[src/rtl/ws2812_encoder_pkg.sv]
// WS2812 serial LED encoder: shared state encoding and timing defaults.
// Default timing assumes a 25 MHz clock (40 ns per cycle).
package ws2812_pkg;

  localparam logic [2:0] S_IDLE  = 3'd0;
  localparam logic [2:0] S_LOAD  = 3'd1;
  localparam logic [2:0] S_HIGH  = 3'd2;
  localparam logic [2:0] S_LOW   = 3'd3;
  localparam logic [2:0] S_LATCH = 3'd4;

  // 400 ns / 800 ns high, 1.28 us bit, 80 us latch
  localparam int DEF_W       = 24;
  localparam int DEF_T0H     = 10;
  localparam int DEF_T1H     = 20;
  localparam int DEF_T_BIT   = 32;
  localparam int DEF_T_RESET = 2000;
  localparam int DEF_NW      = 10;

  function automatic int max2(input int a, input int b);
    return (a > b) ? a : b;
  endfunction

endpackage

[src/rtl/ws2812_encoder.sv]
// WS2812 encoder: turns an upstream MSB-first bit feed into
// fixed-period high/low pulses, then a latch-low gap per frame.
module ws2812_encoder
  import ws2812_pkg::*;
#(
  parameter int W       = DEF_W,
  parameter int T0H     = DEF_T0H,
  parameter int T1H     = DEF_T1H,
  parameter int T_BIT   = DEF_T_BIT,
  parameter int T_RESET = DEF_T_RESET,
  parameter int NW      = DEF_NW
) (
  input  logic          clk,
  input  logic          rstn,
  input  logic          start,
  input  logic [NW-1:0] num_leds,
  input  logic          bit_in,
  output logic          bit_rqst,
  output logic          word_rqst,
  output logic          dout,
  output logic          busy,
  output logic          frame_done
);

  localparam int CW = $clog2(max2(T_BIT, T_RESET) + 1);
  localparam int BW = $clog2(W + 1);

  localparam logic [CW-1:0] H0_END  = CW'(T0H - 1);
  localparam logic [CW-1:0] H1_END  = CW'(T1H - 1);
  localparam logic [CW-1:0] BIT_END = CW'(T_BIT - 1);
  localparam logic [CW-1:0] RST_END = CW'(T_RESET - 1);
  localparam logic [BW-1:0] W_END   = BW'(W - 1);

  logic [2:0]    state;
  logic [2:0]    state_n;
  logic [CW-1:0] cnt;
  logic [BW-1:0] bit_cnt;
  logic [NW-1:0] led_cnt;
  logic [NW-1:0] led_num;
  logic          cur_bit;

  logic hi_bit;
  logic hi_end;
  logic bit_end;
  logic word_end;
  logic frame_end;
  logic accept;

  // cur_bit is only valid after the first HIGH cycle
  assign hi_bit    = (cnt == '0) ? bit_in : cur_bit;
  assign hi_end    = cnt == (hi_bit ? H1_END : H0_END);
  assign bit_end   = cnt == BIT_END;
  assign word_end  = bit_cnt == W_END;
  assign frame_end = (led_cnt + NW'(1)) == led_num;
  assign accept    = start && (num_leds != '0);

  assign busy      = state != S_IDLE;
  assign word_rqst = state == S_LOAD;
  assign bit_rqst  = (state == S_HIGH) && (cnt == '0);

  // next-state decode
  always_comb begin
    state_n = state;
    unique case (state)
      S_IDLE:  if (accept) state_n = S_LOAD;
      S_LOAD:  state_n = S_HIGH;
      S_HIGH:  if (hi_end) state_n = S_LOW;
      S_LOW: begin
        if (bit_end) begin
          if (!word_end)
            state_n = S_HIGH;
          else if (frame_end)
            state_n = S_LATCH;
          else
            state_n = S_LOAD;
        end
      end
      S_LATCH: if (cnt == RST_END) state_n = S_IDLE;
      default: state_n = S_IDLE;
    endcase
  end

  // state register plus registered line and done pulse
  always_ff @(posedge clk or negedge rstn) begin
    if (!rstn) begin
      state      <= S_IDLE;
      dout       <= 1'b0;
      frame_done <= 1'b0;
    end else begin
      state      <= state_n;
      dout       <= state_n == S_HIGH;
      frame_done <= (state == S_LATCH) && (state_n == S_IDLE);
    end
  end

  // cycle counter runs across HIGH and LOW so each bit spans T_BIT
  always_ff @(posedge clk or negedge rstn) begin
    if (!rstn) begin
      cnt <= '0;
    end else begin
      unique case (state)
        S_HIGH:  cnt <= cnt + CW'(1);
        S_LOW:   cnt <= bit_end ? '0 : cnt + CW'(1);
        S_LATCH: cnt <= cnt + CW'(1);
        default: cnt <= '0;
      endcase
    end
  end

  // capture the bit on the cycle its shift is requested
  always_ff @(posedge clk or negedge rstn) begin
    if (!rstn)
      cur_bit <= 1'b0;
    else if (bit_rqst)
      cur_bit <= bit_in;
  end

  // bits sent within the current word
  always_ff @(posedge clk or negedge rstn) begin
    if (!rstn)
      bit_cnt <= '0;
    else if (state == S_LOAD)
      bit_cnt <= '0;
    else if ((state == S_LOW) && bit_end)
      bit_cnt <= bit_cnt + BW'(1);
  end

  // frame length latch and words-sent counter
  always_ff @(posedge clk or negedge rstn) begin
    if (!rstn) begin
      led_cnt <= '0;
      led_num <= '0;
    end else if ((state == S_IDLE) && accept) begin
      led_cnt <= '0;
      led_num <= num_leds;
    end else if ((state == S_LOW) && bit_end && word_end) begin
      led_cnt <= led_cnt + NW'(1);
    end
  end

endmodule

[config.mk]
export PLATFORM = sky130hd
export DESIGN_NAME = ws2812_encoder
export DESIGN_NICKNAME = d
export VERILOG_FILES = /design/src/rtl/ws2812_encoder_pkg.sv /design/src/rtl/ws2812_encoder.sv
export SDC_FILE = /design/constraint.sdc
export NUM_CORES = 1
export LEC_CHECK = 0
export BUFFER_PORTS_ARGS = -buffer_cell sky130_fd_sc_hd__buf_2
export CAP_MARGIN = 0
export CORE_ASPECT_RATIO = 0.5
export CORE_MARGIN = 2
export CORE_UTILIZATION = 40
export CTS_BUF_LIST = sky130_fd_sc_hd__clkbuf_2
export CTS_CLUSTER_DIAMETER = 200
export DETAILED_ROUTE_END_ITERATION = 6
export PLACE_DENSITY_LB_ADDON = 0.08
export SLEW_MARGIN = 20
export SYNTH_ARGS = -nofsm -noshare
export SYNTH_HDL_FRONTEND = slang
export SYNTH_SLANG_ARGS = --single-unit
[constraint.sdc]
create_clock -name clk -period 3.2 [get_ports clk]
set_input_delay 0.32 -clock clk [delete_from_list [all_inputs] [get_ports clk]]
set_output_delay 0.32 -clock clk [all_outputs]
set_load 0.01 [all_outputs]
* Word-level counts from Yosys, hierarchy flattened
Index checks and enable logic that the tools add are counted.
Operators by class: multiply operators 0, $add $sub $neg 3, shifts and indexed selects 0, bitwise logic cells 0, reductions and logical operators 14, divide/modulo/power cells 0, equality and inequality tests 10, multiplexer cells 15, $lt $le $gt $ge 0
Operator list (number):
- case mux 11 bit (2 select lines) | 1
- two-way mux 10 bit | 2
- two-way mux 3 bit | 6
- two-way mux 5 bit | 3
- case mux 3 bit (5 select lines) | 1
- adder 11 x 1 -> 11 bit (second input constant) | 1
- == test 11 bit (second input constant) | 1
- == test 11 x 5 -> 1 bit | 1
- == test 11 x 5 -> 1 bit (second input constant) | 1
- zero test 11 bit | 1
- two-way mux 11 bit | 1
- adder 10 x 1 -> 10 bit (second input constant) | 1
- == test 10 bit | 1
- nonzero test 10 bit | 1
- == test 3 x 2 -> 1 bit (second input constant) | 3
- logical AND 1 bit | 6
- zero test 3 bit | 2
- adder 5 x 1 -> 5 bit (second input constant) | 1
- == test 5 bit (second input constant) | 1
- nonzero test 2 bit | 2
- == test 3 x 1 -> 1 bit (second input constant) | 1
- == test 3 bit (second input constant) | 1
- nonzero test 3 bit | 1
- OR reduction 2 bit | 1
- two-way mux 1 bit | 1
Storage, ports and cells: logic and storage cells 50, RAM bits 0, memories kept 0, bits in registers 42, ROM bits 0, latch bits 0

* Longest topological paths before layout
word-level depth 8, gate-level depth with buffers 9

* Worst setup path after synthesis
OpenSTA, ideal clock, no wires.
path type reg-to-reg, from reg cnt[0], to reg led_cnt[7], clock period less this slack 1.995 ns, data required time 3.072 ns, buffers on the path 2, data arrival time 1.866 ns, setup slack 1.205 ns, setup time 0.128 ns, cell stages (with the launch flop) 10, path through dfrtp_1 > ha_1 > and4_1 > nand3_2 > or3_1 > buf_6 > nor2b_4 > buf_6 > o21ai_1 > o31ai_1
On the way: longest elaborated chain between the ends 4
Ends and longest elaborated chain:
- from (decl) | RTL line ws2812_encoder.sv:36 | logic [CW-1:0] cnt;
- from (signal assigned) | RTL line ws2812_encoder.sv:102 | S_HIGH: cnt <= cnt + CW'(1);
- from (signal assigned) | RTL line ws2812_encoder.sv:103 | S_LOW: cnt <= bit_end ? '0 : cnt + CW'(1);
- from (signal assigned) | RTL line ws2812_encoder.sv:104 | S_LATCH: cnt <= cnt + CW'(1);
- == test 11 x 5 -> 1 bit | RTL line ws2812_encoder.sv:52 | assign bit_end = cnt == BIT_END;
- logical AND 1 bit (2 in a row) | RTL line ws2812_encoder.sv:136 | end else if ((state == S_LOW) && bit_end && word_end) begin
- nonzero test 2 bit (no line)
- to (signal assigned) | RTL line ws2812_encoder.sv:137 | led_cnt <= led_cnt + NW'(1);
- to (decl) | RTL line ws2812_encoder.sv:38 | logic [NW-1:0] led_cnt;
Every way passes these cells. A chain may end at the register's enable or synchronous reset.

* Worst setup path in the final report
from reg cnt[6], to out bit_rqst
On the way: longest elaborated chain between the ends 2
Ends and longest elaborated chain:
- zero test 11 bit | RTL line ws2812_encoder.sv:59 | assign bit_rqst = (state == S_HIGH) && (cnt == '0);
- logical AND 1 bit | RTL line ws2812_encoder.sv:59
- to (decl) | RTL line ws2812_encoder.sv:18 | output logic bit_rqst,
Every way passes these cells.

==> flow_summary.ini <==
[synth]
synth_xor_area_frac = 0.1039
synth_top_family_by_area = simple AND/OR/NAND/NOR gates
ys_ff_latch = 42
synth_nets = 249
synth_fa_ha_area_frac = 0.02153
yosysWarnings = 0
netlist_area_um2 = 2325
synthMuxAreaShare = 0.07589
syn_inst = 231
synth_compound_area_frac = 0.08073
synthFlopType = dfrtp_1
syn_avg_cell_area_um2 = 10.06
synth-edff-count = 0
ys_async_sr_fraction = 1.000
ys_seq_area_frac = 0.4521
ys_types = 42
synth-simple-area-share = 0.2282

[critical_path]
crit_required_ns = 2.88
critPathKind = reg2out
crit_fanout = 5
worstPathArrival_ns = 2.31
startpoint_type = register
crit_path_end_kind = output pin

[final_layout]
final_cell_mix = dfrtp_1, nor2_1, buf_2
diodes = 0
syn_to_final_growth_pct = 7.643
drive_above_1_share = 0.1855
final_common_cell = dfrtp_1
fillers = 535
post-route-cell-area_um2 = 2502
layout.nets = 265

[cts]
cts_hold_buf = 0
cts_inserted_buffers = 5
post-cts-setup-buffers = 0
cts_tree = built
h-tree-depth = 2
cts_sinks = 42
cts_root_buf = clkbuf_2
clk_path_buf_depth = 2
clock_latency_ns = 0.43
post_cts_resized = 0
path_clk_slew_ns = 0.25

[run]
max_cap_violations = 0

[status]
violations = hold timing
status = finished, violations left

[pwr]
switching_share = 0.2675
power.share.clock = 0.285
p_comb_frac = 0.063
p_switching_w = 0.0002273
power_frac_seq = 0.652
power_density_nw_per_um2 = 339.5
p_int_w = 0.0006223
peakVddDrop_v = 0.0001429
leakagePower_nw = 1.109

[floorplanning]
coreArea_um2 = 5539
rows = 19
die_w_um = 111.8
io_pins = 19
die_h_um = 57.91
die_area_um2 = 6475
initial_core_util = 0.4197

[detailed_routing]
vias_per_cell = 5.240
num_vias = 1682
wl_met3_um = 200
detail_route.first_pass.iterations = 4
drt-met1-wl_mm = 2.278
routed_wl_mm = 4.353
dr.first_iter.drc_count = 65
wl_met2_mm = 1.831
maxUsedRoutingLayer = met4
drc = 0
wl_per_cell_um = 13.56
antenna_left = 0

[placement]
portBuffers = 18
dp_hpwl_mm = 3.199
placed_area_um2 = 2456
pre_cts_ws_ns = 0.9272
gp_congestion = 0.7509

[sta]
final.setup.tns_ns = 0
hold_viol_final = 14
min_period_over_period = 0.8234
worst_pin_slew_ns = 0.9422
drv_slew = 0
holdWs_ns = -0.01428
setup-violations-final = 0
period_minus_slack_ns = 2.635
slew_headroom = 0.3719
setup_ws_ns = 0.5652
fmax_mhz = 379.5
skew_ns = 0.02577
rsz0062_at_grt = no

[global_routing]
grt_pass1_wl_mm = 7.845
grt_overflow = 0
grt_pass1_vias = 1654
antenna_found_initial = 0
grt_max_degree = 43
grt_usage = 0.1524

[worst_hold_path]
hp-class = in2async
critical path: stages, from the launching register on:
cell	delay [ns]
dfrtp_1	0.51
nor4_4	0.40
nand3b_1	0.11
nor4b_1	0.46
and3_1	0.26
buf_2	0.14
stage by stage:
stage / total power, W / util / hold WS (ns) / cells
2_1_floorplan: 0.0005899 / - / 0.02441 / 231
3_3_place_gp: 0.0006170 / 0.4434 / 0.4893 / 313
3_5_place_dp: 0.0006184 / 0.4434 / 0.5050 / 313
4_1_cts: 0.0008571 / 0.4518 / 0.02225 / 321
5_1_grt: 0.0008904 / 0.4518 / 0.04951 / 321
6_report: 0.0008496 / 0.4518 / -0.01428 / 321
state kept, by name (all words and copies together), names as in the netlist:
register and count:
cnt 11, led_cnt 10, led_num 10, bit_cnt 5, state 3, cur_bit 1
dout 1, frame_done 1
layout make-up:
type,instances,area [µm²],area share
flip-flops and latches,42,1051,0.4200
multi-input cells,171,1186,0.4740
inverters,8,30.03,0.01200
clock buffers,5,25.02,0.01000
well taps,73,91.34,0.03650
clock inverters,3,21.27,0.008500
repair buffers,19,97.59,0.03900
per-layer routing:
| metal | track usage | vias to the layer above |
|---|---|---|
| met1 | 0.2141 | 792 |
| li1 | - | 849 |
| met3 | 0.04184 | 7 |
| met4 | 0.04762 | 0 |
| met5 | 0 | - |
| met2 | 0.2329 | 34 |
power groups by stage:
| stage | combinational [W] | clock (W) | sequential (W) |
|---|---|---|---|
| after detailed placement | 0.0000552 | 0 | 0.000563 |
| after floorplan | 0.0000301 | 0 | 0.000560 |
| final | 0.0000537 | 0.000242 | 0.000554 |
| after global routing | 0.0000620 | 0.000272 | 0.000556 |
| after global placement | 0.0000545 | 0 | 0.000562 |
| after CTS | 0.0000554 | 0.000248 | 0.000554 |
synthesized netlist by cell type (2+ instances only):
cell       n  share of area
a21oi_1    4         0.0086
and3_1     7          0.019
and4_1     3          0.011
buf_2      2         0.0043
buf_6      2         0.0097
clkbuf_1   4         0.0065
clkbuf_2   2         0.0043
dfrtp_1   42           0.45
ha_1       4          0.022
inv_1      8          0.013
mux2_2    13          0.063
mux2i_1    3          0.013
nand2_1   12          0.019
nand3_1   12          0.026
nand3b_1   4          0.013
nand4_1    5          0.013
nor2_1    27          0.044
nor2b_1    4          0.011
nor3_1     4         0.0086
nor4_1     3         0.0081
nor4b_1    3          0.011
o21ai_0   11          0.024
o21ai_1    4         0.0086
o31ai_1    5          0.016
or3_1      3         0.0081
xnor2_1   15          0.057
xor2_1    10          0.038
kinds of logic (layout without fill, tap and decap cells):
| logic type | after synthesis | count (layout) |
|---|---|---|
| adders and majority gates | 4 | 4 |
| buffers and inverters | 18 | 35 |
| DFF | 42 | 42 |
| xor gates and xnor gates | 26 | 26 |
| and+or+nand+nor | 95 | 95 |
| muxes | 16 | 16 |
| AOI/OAI and AO/OA | 30 | 30 |
final timing paths:
| check | end | slack [ns] | start | cells after the start |
|---|---|---|---|---|
| min in group clk | led_num[0] | 0.14 | num_leds[0] | 2 |
| max in group asynchronous | led_num[8] | 2.61 | rstn | 1 |
| worst max register to register | led_cnt[3] | 0.91 | cnt[1] | 7 |
| worst min register to register | cnt[0] | 0.52 | cnt[0] | 1 |
| worst max-delay path | bit_rqst | 0.57 | cnt[6] | 5 |
| worst min-delay path | cnt[4] | -0.01 | rstn | 1 |
Note: power is estimated with default switching activity, not from simulation.
